===== config.mk =====
export PLATFORM = sky130hd
export DESIGN_NAME = pipe_hazard_sched
export DESIGN_NICKNAME = d
export VERILOG_FILES = /design/src/rtl/pipe_hazard_sched_pkg.sv /design/src/rtl/pipe_hazard_sched_hazard_detect.sv /design/src/rtl/pipe_hazard_sched.sv
export SDC_FILE = /design/constraint.sdc
export NUM_CORES = 1
export LEC_CHECK = 0
export BUFFER_PORTS_ARGS = -buffer_cell sky130_fd_sc_hd__buf_2
export CORE_MARGIN = 3
export CORE_UTILIZATION = 44
export DETAILED_ROUTE_END_ITERATION = 8
export GPL_TIMING_DRIVEN = 0
export PLACE_DENSITY = 0.69
export SETUP_SLACK_MARGIN = 0.1
export SLEW_MARGIN = 5
export SYNTH_ARGS = -nofsm -noshare
export SYNTH_HDL_FRONTEND = slang
export SYNTH_SLANG_ARGS = --single-unit
export TNS_END_PERCENT = 30

===== constraint.sdc =====
create_clock -name clk -period 2.5 [get_ports clk]
set_clock_uncertainty 0.2 [all_clocks]
set_input_delay 0.5 -clock clk [delete_from_list [all_inputs] [get_ports clk]]
set_output_delay 0.5 -clock clk [all_outputs]
set_load 0.03 [all_outputs]

===== src/rtl/pipe_hazard_sched_pkg.sv =====
// Shared pipeline-control definitions: scheduler states, default timing limits
// and the stage-register control bundle driven by the scheduler.
package pipe_hazard_sched_pkg;

    localparam int REG_W            = 5;
    localparam int DEF_MEM_TIMEOUT  = 255;
    localparam int DEF_DRAIN_CYCLES = 3;

    typedef enum logic [1:0] {
        ST_RUN,
        ST_MEM_WAIT,
        ST_DRAIN,
        ST_HALTED
    } sched_state_t;

    typedef struct packed {
        logic pc_en;
        logic if_id_en;
        logic id_ex_en;
        logic ex_mem_en;
        logic mem_wb_en;
        logic if_id_flush;
        logic id_ex_flush;
    } stage_ctl_t;

    // Bit order: pc, if_id, id_ex, ex_mem, mem_wb enables, then if_id/id_ex flushes
    localparam stage_ctl_t CTL_RUN   = 7'b11111_00;
    localparam stage_ctl_t CTL_IDLE  = 7'b00000_00;
    localparam stage_ctl_t CTL_STALL = 7'b00111_01;
    localparam stage_ctl_t CTL_FLUSH = 7'b11111_11;
    localparam stage_ctl_t CTL_DRAIN = 7'b01111_11;

endpackage


===== src/rtl/pipe_hazard_sched_hazard_detect.sv =====
// Combinational load-use detector: a load in EX whose destination feeds
// either source operand of the instruction in ID.
module hazard_detect
    import pipe_hazard_sched_pkg::*;
(
    input  logic             memread,
    input  logic [REG_W-1:0] rd,
    input  logic [REG_W-1:0] rs1,
    input  logic [REG_W-1:0] rs2,
    output logic             load_use
);

    always_comb begin
        load_use = memread && (rd != '0) && ((rd == rs1) || (rd == rs2));
    end

endmodule


===== src/rtl/pipe_hazard_sched.sv =====
// Pipeline hazard scheduler: load-use stalls, branch flushes, data-memory
// freeze with timeout, and a halt/drain sequence ending in a stopped pipeline.
module pipe_hazard_sched
    import pipe_hazard_sched_pkg::*;
#(
    parameter int MEM_TIMEOUT  = DEF_MEM_TIMEOUT,
    parameter int DRAIN_CYCLES = DEF_DRAIN_CYCLES
) (
    input  logic             clk,
    input  logic             reset,
    input  logic [REG_W-1:0] if_id_rs1,
    input  logic [REG_W-1:0] if_id_rs2,
    input  logic             id_ex_memread,
    input  logic             id_ex_halt,
    input  logic [REG_W-1:0] id_ex_rd,
    input  logic             ex_branch_taken,
    input  logic             ex_mem_memop,
    input  logic             dmem_ack,
    output logic             pc_en,
    output logic             if_id_en,
    output logic             id_ex_en,
    output logic             ex_mem_en,
    output logic             mem_wb_en,
    output logic             if_id_flush,
    output logic             id_ex_flush,
    output logic             dmem_req,
    output logic             halted,
    output logic             mem_err,
    output logic [15:0]      stall_cnt
);

    localparam int WW = (MEM_TIMEOUT  > 1) ? $clog2(MEM_TIMEOUT)  : 1;
    localparam int DW = (DRAIN_CYCLES > 1) ? $clog2(DRAIN_CYCLES) : 1;

    sched_state_t  state;
    logic [WW-1:0] wait_cnt;
    logic [DW-1:0] drain_cnt;
    logic          load_use;
    logic          active;
    logic          freeze;
    logic          take_halt;
    logic          do_stall;
    stage_ctl_t    ctl;

    hazard_detect u_hazard_detect (
        .memread  (id_ex_memread),
        .rd       (id_ex_rd),
        .rs1      (if_id_rs1),
        .rs2      (if_id_rs2),
        .load_use (load_use)
    );

    // MEM_WAIT behaves exactly like RUN once the ack releases the freeze,
    // so a halt or hazard coinciding with the ack is not lost.
    always_comb begin
        active    = (state == ST_RUN) || (state == ST_MEM_WAIT);
        dmem_req  = (state != ST_HALTED) && ex_mem_memop;
        freeze    = dmem_req && !dmem_ack;
        take_halt = active && !freeze && !ex_branch_taken && id_ex_halt;
        do_stall  = active && !freeze && !ex_branch_taken && !id_ex_halt && load_use;

        ctl = CTL_RUN;
        if (state == ST_HALTED || freeze) ctl = CTL_IDLE;
        else if (state == ST_DRAIN)       ctl = CTL_DRAIN;
        else if (ex_branch_taken)         ctl = CTL_FLUSH;
        else if (id_ex_halt)              ctl = CTL_DRAIN;
        else if (load_use)                ctl = CTL_STALL;
    end

    assign pc_en       = ctl.pc_en;
    assign if_id_en    = ctl.if_id_en;
    assign id_ex_en    = ctl.id_ex_en;
    assign ex_mem_en   = ctl.ex_mem_en;
    assign mem_wb_en   = ctl.mem_wb_en;
    assign if_id_flush = ctl.if_id_flush;
    assign id_ex_flush = ctl.id_ex_flush;

    always_ff @(posedge clk or negedge reset) begin
        if (!reset) begin
            state     <= ST_RUN;
            wait_cnt  <= '0;
            drain_cnt <= '0;
            stall_cnt <= '0;
            mem_err   <= 1'b0;
            halted    <= 1'b0;
        end else begin
            if (do_stall && stall_cnt != '1) stall_cnt <= stall_cnt + 16'd1;

            case (state)
                ST_RUN, ST_MEM_WAIT: begin
                    if (freeze) begin
                        if (int'(wait_cnt) + 1 >= MEM_TIMEOUT) begin
                            state   <= ST_HALTED;
                            halted  <= 1'b1;
                            mem_err <= 1'b1;
                        end else begin
                            wait_cnt <= wait_cnt + 1'b1;
                            state    <= ST_MEM_WAIT;
                        end
                    end else begin
                        wait_cnt <= '0;
                        if (take_halt) begin
                            drain_cnt <= '0;
                            state     <= ST_DRAIN;
                        end else begin
                            state <= ST_RUN;
                        end
                    end
                end
                ST_DRAIN: begin
                    if (!freeze) begin
                        if (int'(drain_cnt) + 1 >= DRAIN_CYCLES) begin
                            state  <= ST_HALTED;
                            halted <= 1'b1;
                        end else begin
                            drain_cnt <= drain_cnt + 1'b1;
                        end
                    end
                end
                ST_HALTED: state <= ST_HALTED;
                default:   state <= ST_RUN;
            endcase
        end
    end

endmodule


# Yosys cells after proc, flatten, opt, wreduce, memory -nomap -nowiden
# Cells that the tools add are included.
# word_totals
ram_bits,0
ff_bits,30
in_bits,22
latch_bits,0
n_memories,0
romBits,0
# op_classes
n_reduce_logical,26
n_eq_ne,15
n_addsub,5
n_div,0
magnitude_cmp,2
shifts,0
muxes,23
bitwise,0
multipliers,0
# op_table
cell,count
7-bit 2-to-1 mux,5
2-bit 2-to-1 mux,9
"16-bit by 1-bit adder with 16-bit output, second input constant",1
8-bit 2-to-1 mux,2
"16-bit != test, second input constant",1
"2-bit != test, second input constant",8
5-bit equality test,2
1-bit logical AND,10
5-bit AND reduction,2
"8-bit by 1-bit adder with 9-bit output, second input constant",1
"9-bit by 8-bit >= comparator with 1-bit output, second input constant",1
"8-bit by 1-bit adder with 8-bit output, second input constant",1
2-bit one-hot mux with 3 select lines,1
5-bit nonzero test,1
"2-bit equality test, second input constant",2
1-bit zero test,4
1-bit 2-to-1 mux,4
2-bit one-hot mux with 2 select lines,1
2-bit AND reduction,2
"2-bit by 1-bit adder with 3-bit output, second input constant",1
"3-bit by 2-bit >= comparator with 1-bit output, second input constant",1
1-bit logical OR,3
3-bit AND reduction,1
"2-bit by 1-bit adder with 2-bit output, second input constant",1
other kinds (6),6

# Logic depth before layout (Yosys ltp)
# Gate-level depths: netlist of the first run.
# logic_depth
depth_word,10
ltp_mapped,8
mapped_depth_nobuf,8

# Hierarchy
# A second synthesis of the first run with hierarchy kept.
# hier_totals
cells_unflattened,199
hier_area_um2,1876.8
# modules_own_cells
mod,area_each_um2,seq_area_each_um2,cells_per_inst,instances
pipe_hazard_sched,1751.7,750.7,182,1
hazard_detect,125.1,0.0,17,1

# Worst setup path after synthesis of the first run
# No wires, ideal clock.
# synth_path
path_type,input-to-output
from,in id_ex_rd[0]
to,out if_id_en
arrival_time_ns,1.823
stages,3
setup_slack_ns,-0.023
n_path_buf,0
path_cell_list,or4_1 o21a_1 a31oi_1
# synth_via
elab_chain_len,8
word_cells_on_any_way,11
classes_between,2 x eq/ne; 5 x mux; 4 x reduce/logical
# synth_lines
item,line_no,text
"start, declared",pipe_hazard_sched.sv:15,"input logic [REG_W-1:0] id_ex_rd,"
5-bit equality test / 5-bit nonzero test (equally long branches),pipe_hazard_sched_hazard_detect.sv:14,load_use = memread && (rd != '0) && ((rd == rs1) || (rd == rs2));
1-bit logical OR / 1-bit logical AND (equally long branches),pipe_hazard_sched_hazard_detect.sv:14,
1-bit logical AND *,pipe_hazard_sched_hazard_detect.sv:14,
7-bit 2-to-1 mux *,pipe_hazard_sched.sv:67,else if (load_use) ctl = CTL_STALL;
7-bit 2-to-1 mux *,pipe_hazard_sched.sv:66,else if (id_ex_halt) ctl = CTL_DRAIN;
7-bit 2-to-1 mux *,pipe_hazard_sched.sv:65,else if (ex_branch_taken) ctl = CTL_FLUSH;
7-bit 2-to-1 mux *,pipe_hazard_sched.sv:64,else if (state == ST_DRAIN) ctl = CTL_DRAIN;
7-bit 2-to-1 mux *,pipe_hazard_sched.sv:63,if (state == ST_HALTED || freeze) ctl = CTL_IDLE;
"end, declared",pipe_hazard_sched.sv:20,"output logic if_id_en,"
# Every way passes the cells marked *; elsewhere a longest branch is shown, timed or not.

# Final worst setup path of the first run
# layout_path
from,in id_ex_rd[3]
to,out pc_en
# layout_via
elab_chain_len,8
word_cells_on_any_way,11
classes_between,2 x eq/ne; 5 x mux; 4 x reduce/logical
# layout_lines
item,line_no,text
5-bit equality test / 5-bit nonzero test (equally long branches),pipe_hazard_sched_hazard_detect.sv:14,
1-bit logical OR / 1-bit logical AND (equally long branches),pipe_hazard_sched_hazard_detect.sv:14,
1-bit logical AND *,pipe_hazard_sched_hazard_detect.sv:14,
7-bit 2-to-1 mux *,pipe_hazard_sched.sv:67,
7-bit 2-to-1 mux *,pipe_hazard_sched.sv:66,
7-bit 2-to-1 mux *,pipe_hazard_sched.sv:65,
7-bit 2-to-1 mux *,pipe_hazard_sched.sv:64,
7-bit 2-to-1 mux *,pipe_hazard_sched.sv:63,
"end, declared",pipe_hazard_sched.sv:19,"output logic pc_en,"
# Marks and branches as above.

==> metrics.yaml, run 1 <==
status: "finished, final reports clean"
max_freq_mhz: 408.7
period_needed_ns: 2.447
cp_slowest_stage_delay_ns: 0.52
critPathTopFamily: "simple AND/OR/NAND/NOR gates"
p_sw_w: 0.0002883
clkLatencyLatePin_ns: 0.28
path_buf_inv: 2
synth_top_area_cell: "dfrtp_1"
critPathKind: "in -> out"
final_area_um2: 2328
grt_setup_unrepaired: "yes"
cts_num_sinks: 30
seqPwrFrac_pct: 41.3
layout.nets: 271
ctsHtreeMaxLevel: 2
antenna_found_initial: 0
synth_top_area_share_pct: 41.81
avgSynthCellArea_um2: 9.705
drv_slew: 0
root_buffer: "clkbuf_8"
setup_tns_ns: 0
synth_adder_area_share_pct: 3.484
synth_area_leaders: "dfrtp_1, xnor2_1, xor2_1, nand2_1, ha_1"
grt_pass1_vias: 1481
dieHeight_um: 69.88
clock_path_buffers: 2
p_int_w: 0.001005
die-area_um2: 4883
clock_power_share_pct: 47.3
synth-seq-area-share_pct: 41.81
critPathLaunchType: "primary input"
grt_max_degree: 31
ir_drop_v: 0.0003613
p_total_w: 0.001293
overflow: 0
hp-class: "in -> async"
initial_core_util_pct: 47.27
cap_violations: 0
cts_tree: "done"
final_cell_mix: "buf_2, dfrtp_1, nand2_1, xnor2_1, nor2_1"
totalWireLength_um: 3879
yosysUniqueCellTypes: 43
whs_ns: 0.05587
synth_cells: 185
synth_nets: 212
synth_ff_type: "dfrtp_1"
hold_buffers: 0
crit_chain: "buf_8 > or4_4 > o21a_4 > a21oi_2 > o21a_1 > buf_6"
switching_share_pct: 22.29
grt_first_pass_wirelength_um: 6472
clk_pin_slew_worst_paths_ns: 0.07
port_buffers: 47
hpwl_um: 2790
synthArstFlopShare_pct: 100.0
cts_buffers: 5
placedInstanceArea_um2: 2097
synth_top_family_by_area: "simple AND/OR/NAND/NOR gates"
power_density_nw_per_um2: 555.4
drive_above_1_share_pct: 33.47
synthXorXnorAreaFrac_pct: 13.66
die_x_um: 69.88
wl_per_cell_um: 13.24
synth-simple-area-share_pct: 22.93
core_region_area_um2: 3799
ant_nets: 0
initialDrtViolationCount: 60
cp-end-kind: "primary output"
vias: 1533
yosys_register_bits: 30
firstDrtPassIters: 4
slowest_stage: "or4_4"
crit_arrival_ns: 1.75
pre_cts_ws_ns: -0.06143
ios: 48
diodes: 0
yosysWarnings: 0
worst_ep_required_time_ns: 1.80
area_growth_pct: 29.69
vias_per_cell: 5.232
drc_errors: 0
worst_pin_slew_ns: 0.6782
period_share_pct: 97.87
p_comb_share_pct: 11.4
grtUsageTotal_pct: 16.00
rows: 22
leakagePower_nw: 1.143
synth_compound_area_share_pct: 13.10
finalWorstSetupSlack_ns: 0.05327
slew_headroom_pct: 54.79
yosys-mux-area-fraction_pct: 0.6272
synth_edf_count: 0
synthesis.area_um2: 1795
hold_viol_final: 0
worstPathMaxFanout: 4
layout_commonest_cell: "buf_2"
gp_congestion: 0.8199
setup_violations: 0
[cells in the mapped netlist, drive strengths merged, types with 2 or more instances]
cell and number:
a21oi 5, a31oi 3, and2 2, and3 2, buf 4, dfrtp 30
ha 5, inv 10, nand2 18, nand2b 3, nand3 10, nand4 4
nor2 12, nor3 8, nor4 5, o21a 2, o21ai 12, o21bai 3
o31ai 4, or4 2, xnor2 18, xor2 10
[final timing paths]
path                              start       endpoint  slack (ns)  cells past startpoint
hold / removal                    reset  stall_cnt[13]        0.06                      1
min in group clk                 halted         halted        0.27                      1
setup / recovery            id_ex_rd[3]          pc_en        0.05                      6
setup reg to reg           stall_cnt[0]   stall_cnt[1]        0.14                      6
max in group asynchronous         reset    wait_cnt[0]        1.56                      1
hold reg to reg                  halted         halted        0.27                      1
[state kept, by name, summed over array words and instances (netlist names)]
signal,count
state,2
mem_err,1
drain_cnt,2
halted,1
stall_cnt,16
wait_cnt,8
[layer usage]
metal	track usage, %	up-vias	share of wire [%]
li1	-	768	-
met1	18.57	733	44
met2	28.96	25	51
met3	4.029	7	3.5
met4	4.468	0	1.2
met5	0	-	0
[logic make-up (layout without fill, tap and decap cells)]
logic type | after synthesis | count (layout)
and+or+nand+nor | 71 | 71
AOI/OAI and AO/OA | 35 | 35
DFF | 30 | 30
xor gates and xnor gates | 28 | 28
buffers and inverters | 15 | 75
adders and majority gates | 5 | 5
muxes | 1 | 1
[stage by stage]
stage                     util (%)  cells
after floorplan                  -    185
after global placement       55.20    280
after detailed placement     55.20    280
after CTS                    60.01    291
after global routing         61.30    293
final                        61.30    293
[area by class of cell]
| class | instances | area (um2) |
|---|---|---|
| tap | 48 | 60.06 |
| buffer | 5 | 41.29 |
| clock inverter | 2 | 60.06 |
| sequential | 30 | 752.0 |
| fill | 338 | 1470 |
| multi-input combinational | 140 | 999.7 |
| clock buffer | 6 | 82.58 |
| inverter | 10 | 37.54 |
| timing repair buffer | 52 | 295.3 |
[power groups by stage]
stage,Sequential [W],Combinational [W],Clock [W]
final,0.000534,0.000148,0.000611
after global routing,0.000538,0.000170,0.000647
after CTS,0.000536,0.000132,0.000618
after detailed placement,0.000545,0.000128,0
after global placement,0.000544,0.000124,0
after floorplan,0.000548,0.0000698,0
[what timing repair did]
action	CTS	global route
setup endpoints to repair	7	14
pin swaps	5	4
gates resized for setup	5	9
buffers inserted	3	2
endpoints found under the hold margin	0	0
(Power assumes the default switching activity.)
==> run 2, diff against run 1 <==
ABC_AREA = 1   (was unset)
PLACE_DENSITY = 0.67   (was 0.69)
TNS_END_PERCENT = 1   (was 30)
==> metrics.yaml, run 2 <==
status: "finished, final reports clean"
synth_ff_type: "dfrtp_1"
port_buffers: 47  # unchanged
p_int_w: 0.0008777  # -13%
post_cts_buffers: 0  # -3
path_common_cell: "inv_1"
core_region_area_um2: 4444  # +17%
synth_top_area_share_pct: 36.25  # -5.6 points
period_share_pct: 90.57  # -7.3 points
whs_ns: 0.04208  # -0.01380 ns
critPathLaunchType: "register"
ant_nets: 0  # unchanged
hold_viol_final: 0  # unchanged
vias: 1914  # +25%
clkLatencyLatePin_ns: 0.29  # about the same
synth_area_leaders: "dfrtp_1, nand2_1, inv_1, xor2_1, nand3_1"
power_density_nw_per_um2: 511.7  # -7.9%
hpwl_um: 3418  # +23%
path_buf_inv: 3  # +1
cp-end-kind: "primary output"
dieHeight_um: 74.60  # +6.8%
initial_core_util_pct: 46.59  # -0.67 points
fill_cells: 442  # +31%
rows: 24  # +9.1%
synthTopCellsByCount: "nand2_1, inv_1, dfrtp_1"
yosysWarnings: 0  # unchanged
drv_slew: 0  # unchanged
p_sw_w: 0.0003950  # +37%
slew_headroom_pct: 52.18  # -2.6 points
layout_commonest_cell: "nand2_1"
synthArstFlopShare_pct: 100.0  # unchanged
grt_pass1_vias: 1785  # +21%
cts_buffers: 5  # unchanged
ctsHtreeMaxLevel: 2  # unchanged
totalWireLength_um: 4502  # +16%
clock_power_share_pct: 37.2  # -10 points
clk_pin_slew_worst_paths_ns: 0.06  # about the same
overflow: 0  # unchanged
final_area_um2: 2487  # +6.8%
gp_congestion: 0.8927  # +8.9%
grt_first_pass_wirelength_um: 7769  # +20%
critPathKind: "reg -> out"
p_comb_share_pct: 21.0  # +9.6 points
synth_cells: 285  # +54%
die_x_um: 74.60  # +6.8%
worstPathMaxFanout: 5  # +1
cap_violations: 0  # unchanged
clock_path_buffers: 2  # unchanged
hp-class: "in -> async"
initialDrtViolationCount: 54  # -10%
timing.rr.end: "wait_cnt[3]"
grtUsageTotal_pct: 17.99  # +2.0 points
drive_above_1_share_pct: 22.35  # -11 points
wl_per_cell_um: 11.48  # -13%
worst_pin_slew_ns: 0.7147  # +0.03652 ns
ff2ff_path_depth: 10  # +4
largest_reg_flops: 16  # unchanged
yosys_register_bits: 30  # unchanged
die-area_um2: 5565  # +14%
reg.largest.list: "stall_cnt x16, wait_cnt x8"
slowest_stage: "dfrtp_1"
grt_setup_unrepaired: "no"
diodes: 0  # unchanged
max_freq_mhz: 441.6  # +8.1%
vias_per_cell: 4.883  # -6.7%
ir_drop_v: 0.0003661  # +1.3%
regToRegSetupSlack_ns: 0.47  # +0.33 ns
antenna_found_initial: 0  # unchanged
placedInstanceArea_um2: 2377  # +13%
cts_tree: "done"
cts_resized: 0  # -5
drc_errors: 0  # unchanged
hold_buffers: 0  # unchanged
setup_tns_ns: 0  # unchanged
cp_slowest_stage_delay_ns: 0.36  # -0.16 ns
worst_ep_required_time_ns: 1.80  # about the same
avgSynthCellArea_um2: 7.266  # -25%
synth_top_area_cell: "dfrtp_1"
final_cell_mix: "nand2_1, buf_2, inv_1"
seqPwrFrac_pct: 41.9  # +0.6 points
path_depth: 6  # unchanged
crit_chain: "inv_1 > or2_1 > a31oi_2 > inv_1 > o21ai_0 > buf_2"
cts_num_sinks: 30  # unchanged
synthesis.area_um2: 2071  # +15%
area_growth_pct: 20.12
crit_arrival_ns: 1.56  # -0.19 ns
reg2reg_from: "wait_cnt[0]"
setup_violations: 0  # unchanged
grt_max_degree: 31  # unchanged
ios: 48  # unchanged
firstDrtPassIters: 4  # unchanged
synth-seq-area-share_pct: 36.25  # -5.6 points
layout.nets: 366  # +35%
switching_share_pct: 31.04  # +8.7 points
synth.most_common_cell: "nand2_1"
period_needed_ns: 2.264  # -0.1825 ns
yosysUniqueCellTypes: 29  # -33%
critPathTopFamily: "buffers and inverters"
leakagePower_nw: 1.367  # +20%
root_buffer: "clkbuf_8"
synth_edf_count: 0  # unchanged
synth_nets: 312  # +47%
largest_register: "stall_cnt"
run 2: cell types whose count changed after synthesis, sizes merged, moves of 3 or more:
cell | before | now
xor2 | 10 | 14
xnor2 | 18 | 9
o21ai | 12 | 6
nor3 | 8 | 5
nand3 | 10 | 27
nand2 | 18 | 100
nor2 | 12 | 24
nor4 | 5 | 1
inv | 10 | 36
nand4 | 4 | 11
nand2b | 3 | 0
o31ai | 4 | 1
run 2: worst max path at each step:
| stage | start | endpoint | slack, ns |
|---|---|---|---|
| 4_1_cts | state[1] | id_ex_flush | 0.22 |
| 3_5_place_dp | id_ex_rd[1] | id_ex_flush | 0.24 |
| 5_1_grt | state[1] | id_ex_flush | 0.13 |
| 6_report | state[1] | id_ex_flush | 0.24 |
| 3_3_place_gp | id_ex_rd[4] | id_ex_flush | 0.26 |
| 2_1_floorplan | id_ex_rd[4] | id_ex_flush | 0.13 |
run 2: through the flow:
stage               utilization, %   power, W  setup slack, ns  cells
global placement             53.49  0.0008051           0.2637    384
detailed placement           53.49  0.0008129           0.2406    384
CTS                          55.97   0.001292           0.2193    392
global route                 55.97   0.001344           0.1345    392
finish                       55.97   0.001273           0.2357    392
floorplan                        -  0.0007230           0.1303    285
run 2: worst register-to-register path, delay by kind of cell (launching register included):
kind	cells	cell delay, ns
flops	1	0.42
simple gates	8	1.01
buf+inv	1	0.09
fa+ha+maj	1	0.25
run 2: final cells by class:
cell class	instances	area, um2	area share [%]
multi-input combinational	214	1156	46.48
sequential	30	750.7	30.18
timing repair buffer	47	235.2	9.457
inverter	36	135.1	5.433
clock buffer	8	110.1	4.427
tap	52	65.06	2.616
buffer	5	35.03	1.408
run 2: power by group through the flow:
| stage | combinational (W) | sequential [W] | clock, W |
|---|---|---|---|
| global route | 0.000302 | 0.000536 | 0.000506 |
| CTS | 0.000272 | 0.000533 | 0.000487 |
| detailed placement | 0.000271 | 0.000542 | 0 |
| floorplan | 0.000173 | 0.000550 | 0 |
| global placement | 0.000265 | 0.000540 | 0 |
| finish | 0.000267 | 0.000533 | 0.000473 |
run 2: cell families after synthesis:
group | count (synthesis) | synth area share, %
xor gates and xnor gates | 23 | 9.728
adders and majority gates | 5 | 3.021
AOI/OAI and AO/OA | 15 | 4.351
and+or+nand+nor | 171 | 38.43
DFF | 30 | 36.25
buffers and inverters | 41 | 8.217
run 2: per-layer routing:
metal	wire length [um]	track usage, %	vias up
li1	-	-	1015
met1	2074	22.56	859
met2	2198	30.63	33
met3	168	3.919	7
met4	61	5.929	0
met5	0	0	-
